--- src/rtl/conv_pkg.sv ---
// Shared constants for the CNN layer sequencer: geometry, memory-select codes,
// FSM state encodings and 3x3 tap offsets.
package conv_pkg;

    localparam int unsigned IMG_W  = 64;
    localparam int unsigned ADDR_W = 12;
    localparam int unsigned POOL_W = 32;
    localparam int unsigned XY_W   = 6;
    localparam int unsigned IJ_W   = 5;

    localparam logic [2:0] CSEL_NONE = 3'b000;
    localparam logic [2:0] CSEL_L0   = 3'b001;
    localparam logic [2:0] CSEL_L1   = 3'b011;

    localparam logic [2:0] StIdle      = 3'd0;
    localparam logic [2:0] StConvTap   = 3'd1;
    localparam logic [2:0] StConvFlush = 3'd2;
    localparam logic [2:0] StConvWr    = 3'd3;
    localparam logic [2:0] StPoolRd    = 3'd4;
    localparam logic [2:0] StPoolDrain = 3'd5;
    localparam logic [2:0] StPoolWr    = 3'd6;
    localparam logic [2:0] StDone      = 3'd7;

    localparam logic [3:0] TAP_LAST  = 4'd8;
    localparam logic [3:0] POOL_LAST = 4'd3;

    // Column offset of tap k (k % 3 - 1).
    function automatic logic signed [1:0] tap_dx(input logic [3:0] k);
        case (k)
            4'd0, 4'd3, 4'd6: return -2'sd1;
            4'd2, 4'd5, 4'd8: return 2'sd1;
            default:          return 2'sd0;
        endcase
    endfunction

    // Row offset of tap k (k / 3 - 1).
    function automatic logic signed [1:0] tap_dy(input logic [3:0] k);
        case (k)
            4'd0, 4'd1, 4'd2: return -2'sd1;
            4'd6, 4'd7, 4'd8: return 2'sd1;
            default:          return 2'sd0;
        endcase
    endfunction

endpackage

--- src/rtl/conv_tap_addr_gen.sv ---
// Maps pixel (x,y) and kernel tap k to an input-image address plus an
// out-of-image flag; coordinates are widened so edges never alias.
module conv_tap_addr_gen
    import conv_pkg::*;
(
    input  logic [XY_W-1:0]   x_i,
    input  logic [XY_W-1:0]   y_i,
    input  logic [3:0]        k_i,
    output logic [ADDR_W-1:0] addr_o,
    output logic              pad_o
);

    localparam logic signed [ADDR_W:0] ImgWS = (ADDR_W+1)'(IMG_W);

    logic signed [ADDR_W:0] xc;
    logic signed [ADDR_W:0] yc;

    always_comb begin
        xc     = $signed((ADDR_W+1)'(x_i)) + (ADDR_W+1)'(tap_dx(k_i));
        yc     = $signed((ADDR_W+1)'(y_i)) + (ADDR_W+1)'(tap_dy(k_i));
        pad_o  = xc[ADDR_W] | yc[ADDR_W] | (xc >= ImgWS) | (yc >= ImgWS);
        addr_o = ADDR_W'(yc * ImgWS + xc);
    end

endmodule

--- src/rtl/conv_layer_sched.sv ---
// Sequencer for the 3x3 padded convolution into layer 0 followed by the
// 2x2/stride-2 max-pool into layer 1; drives all memory-side control.
module conv_layer_sched
    import conv_pkg::*;
(
    input  logic              clk,
    input  logic              reset,
    input  logic              ready,
    output logic              busy,
    output logic [ADDR_W-1:0] iaddr,
    output logic              tap_valid,
    output logic [3:0]        tap_k,
    output logic              tap_pad,
    output logic              acc_clr,
    output logic              crd,
    output logic [ADDR_W-1:0] caddr_rd,
    output logic              cwr,
    output logic [ADDR_W-1:0] caddr_wr,
    output logic [2:0]        csel,
    output logic              pool_valid,
    output logic              pool_first
);

    logic [2:0]        state_q, state_d;
    logic [XY_W-1:0]   x_q, x_d, y_q, y_d;
    logic [IJ_W-1:0]   i_q, i_d, j_q, j_d;
    logic [3:0]        tap_q, tap_d;
    logic [ADDR_W-1:0] iaddr_q;
    logic [ADDR_W-1:0] tap_addr;
    logic              tap_pad_now;
    logic              tap_valid_q, tap_pad_q, pool_valid_q, pool_first_q;
    logic [3:0]        tap_k_q;

    conv_tap_addr_gen u_tap_addr_gen (
        .x_i    (x_q),
        .y_i    (y_q),
        .k_i    (tap_q),
        .addr_o (tap_addr),
        .pad_o  (tap_pad_now)
    );

    always_comb begin
        state_d = state_q;
        x_d     = x_q;
        y_d     = y_q;
        i_d     = i_q;
        j_d     = j_q;
        tap_d   = tap_q;
        case (state_q)
            StIdle: begin
                if (ready) begin
                    state_d = StConvTap;
                    tap_d   = '0;
                    x_d     = '0;
                    y_d     = '0;
                    i_d     = '0;
                    j_d     = '0;
                end
            end
            StConvTap: begin
                if (tap_q == TAP_LAST) begin
                    state_d = StConvFlush;
                    tap_d   = '0;
                end else begin
                    tap_d = tap_q + 1'b1;
                end
            end
            StConvFlush: state_d = StConvWr;
            StConvWr: begin
                // Counters wrap naturally to 0 after (63,63).
                x_d = x_q + 1'b1;
                if (x_q == '1) y_d = y_q + 1'b1;
                state_d = (x_q == '1 && y_q == '1) ? StPoolRd : StConvTap;
            end
            StPoolRd: begin
                if (tap_q == POOL_LAST) begin
                    state_d = StPoolDrain;
                    tap_d   = '0;
                end else begin
                    tap_d = tap_q + 1'b1;
                end
            end
            StPoolDrain: state_d = StPoolWr;
            StPoolWr: begin
                i_d = i_q + 1'b1;
                if (i_q == '1) j_d = j_q + 1'b1;
                state_d = (i_q == '1 && j_q == '1) ? StDone : StPoolRd;
            end
            StDone:  state_d = StIdle;
            default: state_d = StIdle;
        endcase
    end

    always_comb begin
        busy     = (state_q != StIdle);
        acc_clr  = (state_q == StConvTap) && (tap_q == '0);
        iaddr    = (state_q == StConvTap && !tap_pad_now) ? tap_addr : iaddr_q;
        crd      = (state_q == StPoolRd);
        // Window read: row 2j+p[1], column 2i+p[0] on a 64-wide image.
        caddr_rd = crd ? {j_q, tap_q[1], i_q, tap_q[0]} : '0;
        cwr      = 1'b0;
        caddr_wr = '0;
        csel     = CSEL_NONE;
        case (state_q)
            StConvWr: begin
                cwr      = 1'b1;
                csel     = CSEL_L0;
                caddr_wr = {y_q, x_q};
            end
            StPoolRd, StPoolDrain: csel = CSEL_L0;
            StPoolWr: begin
                cwr      = 1'b1;
                csel     = CSEL_L1;
                caddr_wr = ADDR_W'({j_q, i_q});
            end
            default: ;
        endcase
    end

    assign tap_valid  = tap_valid_q;
    assign tap_k      = tap_k_q;
    assign tap_pad    = tap_pad_q;
    assign pool_valid = pool_valid_q;
    assign pool_first = pool_first_q;

    always_ff @(posedge clk) begin
        if (reset) begin
            state_q      <= StIdle;
            x_q          <= '0;
            y_q          <= '0;
            i_q          <= '0;
            j_q          <= '0;
            tap_q        <= '0;
            iaddr_q      <= '0;
            tap_valid_q  <= 1'b0;
            tap_k_q      <= '0;
            tap_pad_q    <= 1'b0;
            pool_valid_q <= 1'b0;
            pool_first_q <= 1'b0;
        end else begin
            state_q      <= state_d;
            x_q          <= x_d;
            y_q          <= y_d;
            i_q          <= i_d;
            j_q          <= j_d;
            tap_q        <= tap_d;
            iaddr_q      <= iaddr;
            tap_valid_q  <= (state_q == StConvTap);
            tap_k_q      <= (state_q == StConvTap) ? tap_q : '0;
            tap_pad_q    <= (state_q == StConvTap) && tap_pad_now;
            pool_valid_q <= (state_q == StPoolRd);
            pool_first_q <= (state_q == StPoolRd) && (tap_q == '0);
        end
    end

endmodule

--- config.mk ---
export PLATFORM = sky130hd
export DESIGN_NAME = conv_layer_sched
export DESIGN_NICKNAME = d
export VERILOG_FILES = /design/src/rtl/conv_pkg.sv /design/src/rtl/conv_tap_addr_gen.sv /design/src/rtl/conv_layer_sched.sv
export SDC_FILE = /design/constraint.sdc
export NUM_CORES = 1
export LEC_CHECK = 0
export ABC_CLOCK_PERIOD_IN_PS = 6600
export CAP_MARGIN = 20
export CELL_PAD_IN_SITES_DETAIL_PLACEMENT = 1
export CELL_PAD_IN_SITES_GLOBAL_PLACEMENT = 1
export CORE_MARGIN = 2
export CORE_UTILIZATION = 40
export DETAILED_ROUTE_END_ITERATION = 12
export DONT_BUFFER_PORTS = 1
export GPL_ROUTABILITY_DRIVEN = 0
export PLACE_DENSITY_LB_ADDON = 0.2
export RECOVER_POWER = 50
export SLEW_MARGIN = 15
export SYNTH_ARGS = -nofsm -noshare
export SYNTH_HDL_FRONTEND = slang
export SYNTH_HIERARCHICAL = 1
export SYNTH_SLANG_ARGS = --single-unit
--- constraint.sdc ---
create_clock -name clk -period 6.6 [get_ports clk]
set_input_delay 1.32 -clock clk [delete_from_list [all_inputs] [get_ports clk]]
set_output_delay 1.32 -clock clk [all_outputs]
set_load 0.05 [all_outputs]
---- Yosys cells after proc, flatten, opt, wreduce, memory -nomap -nowiden ----
Index checks and enable logic that the tools add are counted.
cells by class
  add/subtract/negate cells ............... 8
  magnitude comparators ................... 2
  equal/unequal tests ..................... 23
  muxes and demuxes ....................... 25
  bitwise gates (word level) .............. 4
  reduce and logical (&&, ||, !) cells .... 26
operator list
  cell                                                                    count
  12-bit 2-to-1 mux                                                       2
  12-bit one-hot mux with 2 select lines                                  1
  3-bit one-hot mux with 8 select lines                                   1
  6-bit one-hot mux with 2 select lines                                   2
  5-bit one-hot mux with 2 select lines                                   2
  7-bit by 2-bit adder with 8-bit output                                  2
  8-bit greater-or-equal comparator (second input constant)               2
  3-bit OR reduction                                                      5
  12-bit by 8-bit adder with 12-bit output                                1
  6-bit by 1-bit adder with 6-bit output (second input constant)          2
  3-bit equality test (second input constant)                             4
  4-bit by 3-bit equality test with 1-bit output (second input constant)  3
  6-bit equality test (second input constant)                             2
  3-bit 2-to-1 mux                                                        4
  4-bit 2-to-1 mux                                                        3
  6-bit 2-to-1 mux                                                        2
  2-bit one-hot mux with 2 select lines                                   3
  4-bit one-hot mux with 3 select lines                                   1
  5-bit by 1-bit adder with 5-bit output (second input constant)          2
  5-bit equality test (second input constant)                             2
  5-bit 2-to-1 mux                                                        2
  3-bit AND reduction                                                     3
  4-bit by 2-bit equality test with 1-bit output (second input constant)  2
  2-bit != test (second input constant)                                   4
  18 further kinds                                                        31
storage, ports and cells
  register bits after elaboration ......... 49
  input bits .............................. 3
  output and inout port bits .............. 51
  logic and storage cells ................. 100

---- Longest topological paths before layout ----
  depth after elaboration ................. 10
  mapped depth ............................ 19
  mapped depth without buffers ............ 19

---- Hierarchy ----
Netlist, hierarchy kept.
by module, submodules not included
  module             times used  cells each  area an instance (um^2)  seq. area each (um^2)
  conv_layer_sched   1           275         2521.2                   980.9
  conv_tap_addr_gen  1           93          759.5                    0.0

---- Worst setup path after synthesis ----
Ideal clock, no wire load.
  path kind ............................... reg2out
  from .................................... register tap_q[2]
  to ...................................... output port iaddr[11]
  arrival ................................. 3.812 ns
  data required time ...................... 5.280 ns
  setup slack ............................. 1.468 ns
  stages on the path, launching flop included .. 16
  buffers on the path ..................... 0
  path through ............................ dfxtp_1 > nor2b_1 > or3_1 > a21oi_4 > ha_1 > a21o_1 > a21oi_1 > o21ai_1 > xor2_4 > ha_1 > a21oi_1 > o21ai_0 > or3_1 > mux2i_1 > xnor2_1 > mux2_2
on the way
  elaborated cells on any way between the ends .. 25
  classes of those cells .................. 3 x add/sub; 2 x order compare; 7 x eq/ne; 3 x mux; 3 x bitwise; 7 x reduce/logical
RTL lines
  element                                                    RTL line                                          RTL
  start: declaration                                         conv_layer_sched.sv:27                            logic [3:0] tap_q, tap_d;
  start signal: assignment                                   conv_layer_sched.sv:146                           tap_q <= tap_d;
  4-bit equality test (tied with other cells)                conv_pkg.sv:29, conv_pkg.sv:38
  3-bit OR reduction (on tied branches)                      conv_pkg.sv:38, conv_pkg.sv:29
  2-bit one-hot mux with 2 select lines (on tied branches)   conv_pkg.sv:38, conv_pkg.sv:29
  7-bit by 2-bit adder with 8-bit output (on tied branches)  conv_tap_addr_gen.sv:20, conv_tap_addr_gen.sv:19
  12-bit by 8-bit adder with 12-bit output *                 conv_tap_addr_gen.sv:22                           addr_o = ADDR_W'(yc * ImgWS + xc);
  net tap_addr[11]                                           conv_layer_sched.sv:29                            logic [ADDR_W-1:0] tap_addr;
  12-bit 2-to-1 mux *                                        conv_layer_sched.sv:97                            iaddr = (state_q == StConvTap && !tap_pad_now) ? tap_addr : iaddr_q;
  end: declaration                                           conv_layer_sched.sv:10                            output logic [ADDR_W-1:0] iaddr,
Mark *: on every way through the listed nets, which the timed path passes. The rest lies on a longest branch.

---- Worst setup path in the final report ----
Ends and elaborated chain as after synthesis.

==> metrics.sh <==
RUN_STATUS='finished, final reports clean'
HOLD-WORST-SLACK_NS=0.543
GRT_START_MAX_NET_PINS=41
POWER.LEAKAGE_nW=1.39
FINALCRITICALPERIOD_NS=5.89
SYNTH-SEQ-CELLS=49
VDD_DROP_MAX_mV=0.0918
COMB_POWER_SHARE_PCT=23.9
GLOBALROUTEOVERFLOWTOTAL=0
SYNTH_TOP_CELLS_BY_COUNT='sky130_fd_sc_hd__dfxtp_1 (49), sky130_fd_sc_hd__a21oi_1 (28), sky130_fd_sc_hd__nor2_1 (28)'
FIRST_PASS_ITERS=4
POWER.INTERNAL_uW=435
BOUNDARYPINS=54
YOSYSTOPAREACELL='sky130_fd_sc_hd__dfxtp_1'
NUM_VIAS=2650
HTREE_NUM_LEVELS=2
SHARE_SEQ_OF_TOTAL_POWER_PCT=49.0
POSTSYNTH.ASYNCRESETSHARE_PCT=0
CLOCKBUFFERDEPTH=2
SYN-INSTANCE-COUNT=368
CTS_TREE='built'
AREAGROWTHSYNTHTOFINISH_PCT=3.59
HALF_PERIMETER_WIRE_LENGTH_OF_THE_DETAILED_PLACEMENT_RESULT_MM=5.87
POST_SYNTH_FA_HA_MAJ_AREA_FRACTION_PCT=10.8
CTS-BUFFERS-INSERTED=5
NETLIST-CELL-TYPE-COUNT=62
GRT_ANTENNA_BEFORE_REPAIR=0
POWER.NET_SWITCHING_uW=232
FINALSETUPTNS_NS=0
WIRELENGTH_MM=8.02
QUANTITY_OF_HOLD_FIXING_BUFFERS_ADDED_AFTER_CTS=0
POST_SYNTH_INSTANCE_AREA_UM2=3280
MIN_PATH_TYPE='reg -> reg'
SETUP_FIX_BUFFERS_ADDED_AFTER_CLOCK_TREE_SYNTHESIS=0
DP_CELLS=458
YOSYSMOSTFREQUENTCELL='sky130_fd_sc_hd__dfxtp_1'
CRIT_PATH_END_KIND='primary output'
INITIAL_UTILIZATION_PCT=40.5
DETAIL_ROUTE.VIAS_PER_CELL=5.69
NETSWITCHINGFRACTION_PCT=34.7
WIRE_PER_INST_UM=17.2
CLOCK_SKEW_NS=0.0107
SETUP.WORST_PATH.CLASS='reg -> out'
FIRST_ITER_VIOLATIONS=83
SYNTH_AREA_IN_COMPOUND_GATES_PCT=19.5
POST_SYNTH_XOR_AREA_FRACTION_PCT=5.38
CLOCK_POWER_SHARE_PCT=27.2
ANTENNADIODECOUNT=0
HEIGHT_OF_THE_CHIP_UM=94.6
SYNTH_MUX_AREA_SHARE_PCT=6.18
FINAL_NETS=390
CLOCK_LATENCY_NS=0.31
YS_TOP_CELLS_BY_AREA='sky130_fd_sc_hd__dfxtp_1 (30%), sky130_fd_sc_hd__ha_1 (9.5%), sky130_fd_sc_hd__mux2_4 (4.6%)'
MAX-SLEW-MARGIN-REL_PCT=33.2
SETUP.WORST_PATH.START_CLASS='flop'
MAX_FREQ_MHz=170
GRT_SETUP_UNREPAIRED='false'
CORE_UM2=8090
CTS.CLK_SLEW.WORST_PATHS_NS=0.10
DETAIL-ROUTE-ANTENNA-NETS=0
GRT_PASS1_VIAS=2717
POSTSYNTH.TOPFLOPCELL='sky130_fd_sc_hd__dfxtp_1'
CTS_ROOT_BUFFER='sky130_fd_sc_hd__clkbuf_8'
YOSYS.AREA_SHARE.SIMPLE_PCT=23.5
TIMING_HOLD_VIOLATIONS_FINAL=0
SYNTH_TOP_AREA_SHARE_PCT=29.9
AVGSYNTHCELLAREA_UM2=8.91
CP_DATA_REQUIRED_TIME_NS=5.28
FRACTION_OF_LAYOUT_CELLS_WITH_A_SIZE_SUFFIX_ABOVE_1_PCT=7.48
PATH_MAX_FANOUT=10
GRT_FIRST_PASS_WIRELENGTH_MM=13.2
SYNTH_ENABLE_FLOP_CELLS=0
TIMING.FINAL.CRIT_SHARE_PCT=89.2
FINISHED_CORE_UTIL_PCT=42.0
CLOCK-SINKS=49
FLOORPLAN.ROWS=33
CTS_RESIZED=0
WORST-SLEW-PIN-TRANSITION_NS=1.00
TIMING.FINAL.MAX_SLEW_VIOLATIONS=0
POWER.DENSITY_CELL_AREA_nW_PER_UM2=196
DIE_AREA_UM2=8940
SYNTH-WARNING-COUNT=6
STDCELL_COUNT=466
FLOORPLAN.DIE.WIDTH_UM=94.6
TRACK_USAGE_PCT=18.6
ARRIVAL_TIME_WORST_ENDPOINT_NS=4.57
DRC=0
REPORT.FINAL.SETUP_VIOL=0
SYN_NETS=398
YOSYSSEQAREASHARE_PCT=29.9
PORT_BUFFERS=0
MAX_CAP_VIOL_COUNT=0
LARGEST_FAMILY_OF_LOGIC_CELLS_BY_SYNTHESIZED_AREA='simple AND/OR/NAND/NOR gates'
## kinds of logic (layout without fill, tap and decap cells)
family / Yosys count / in the layout
compound gates: 92 / 92
xor+xnor: 18 / 18
fa+ha+maj: 27 / 27
buf+inv: 32 / 25
flops: 49 / 49
mux: 15 / 15
other cells: 1 / 1
simple gates: 134 / 134
## cells in the final DEF (no fill, tap or decap), drive strengths merged, types with 2 or more instances in the layout
cell	instances
a21oi	29
a31oi	4
a22o	10
a32oi	3
or3b	4
xor2	8
and3b	2
a21o	9
and2	15
mux2	12
nand2b	2
nand3	11
clkinvlp	2
a22oi	5
nor4	2
nor2	30
inv	15
and3	3
o21ai	10
or4	2
mux2i	3
xnor2	10
nor4b	2
nor3	9
nand2	18
ha	25
and2b	10
fa	2
clkbuf	7
nand3b	5
o21bai	3
or3	7
nand4	4
a211oi	10
dfxtp	49
nor2b	6
## final cells by class
class                   count  area [µm²]
clock buffers               6        72.6
multi-input cells         287        2130
inverters                  15        56.3
repair buffers              2        11.3
fillers                   984        4690
flip-flops and latches     49         981
clock inverters             2        15.0
well taps                 105         131
## flip-flops by register name, indices dropped and copies added (netlist names), 3 cells and up
| name | flops |
|---|---|
| iaddr_q | 12 |
| x_q | 6 |
| y_q | 6 |
| i_q | 5 |
| j_q | 5 |
| tap_k | 4 |
| tap_q | 4 |
| state_q | 3 |
## power groups by stage
| stage | sequential, mW | combinational (mW) | clock (mW) |
|---|---|---|---|
| 2_1_floorplan | 0.322 | 0.149 | 0 |
| 3_3_place_gp | 0.334 | 0.159 | 0 |
| 3_5_place_dp | 0.334 | 0.162 | 0 |
| 4_1_cts | 0.327 | 0.163 | 0.193 |
| 5_1_grt | 0.329 | 0.179 | 0.206 |
| 6_report | 0.327 | 0.159 | 0.181 |
## worst paths after layout
kind                                from  slack, ns          end  cells after the start
worst max-delay path            tap_q[2]       0.71    iaddr[11]                     15
worst min register to register    y_q[4]       0.54       y_q[4]                      2
worst min-delay path              y_q[4]       0.54       y_q[4]                      2
worst max register to register  tap_q[2]       2.08  iaddr_q[11]                     16
## critical path: stages (launching register included)
cell                      delay (ns)
sky130_fd_sc_hd__dfxtp_1        0.52
sky130_fd_sc_hd__nor2b_1        0.14
sky130_fd_sc_hd__or3_1          0.37
sky130_fd_sc_hd__a21oi_4        0.37
sky130_fd_sc_hd__ha_1           0.31
sky130_fd_sc_hd__a21o_1         0.17
sky130_fd_sc_hd__a21oi_1        0.26
sky130_fd_sc_hd__o21ai_1        0.20
sky130_fd_sc_hd__xor2_4         0.30
sky130_fd_sc_hd__ha_1           0.30
sky130_fd_sc_hd__a21oi_1        0.14
sky130_fd_sc_hd__o21ai_0        0.12
sky130_fd_sc_hd__or3_1          0.33
sky130_fd_sc_hd__mux2i_1        0.19
sky130_fd_sc_hd__xnor2_1        0.16
sky130_fd_sc_hd__mux2_2         0.37
## metrics by stage
stage	cell area (µm²)	power, mW	setup slack [ns]
2_1_floorplan	3280	0.471	1.47
3_3_place_gp	3330	0.493	1.14
3_5_place_dp	3330	0.496	1.01
4_1_cts	3420	0.682	0.657
5_1_grt	3400	0.714	0.387
6_report	3400	0.667	0.713
## routing by layer
metal  vias up  track usage [%]  routed length (µm)
met2        41             32.9                3910
met1      1300             22.7                3690
met3         6             4.47                 335
met5         -                0                   0
li1       1303                -                   -
met4         0             4.47                  81
No activity file was read; power rests on OpenSTA's default activity.
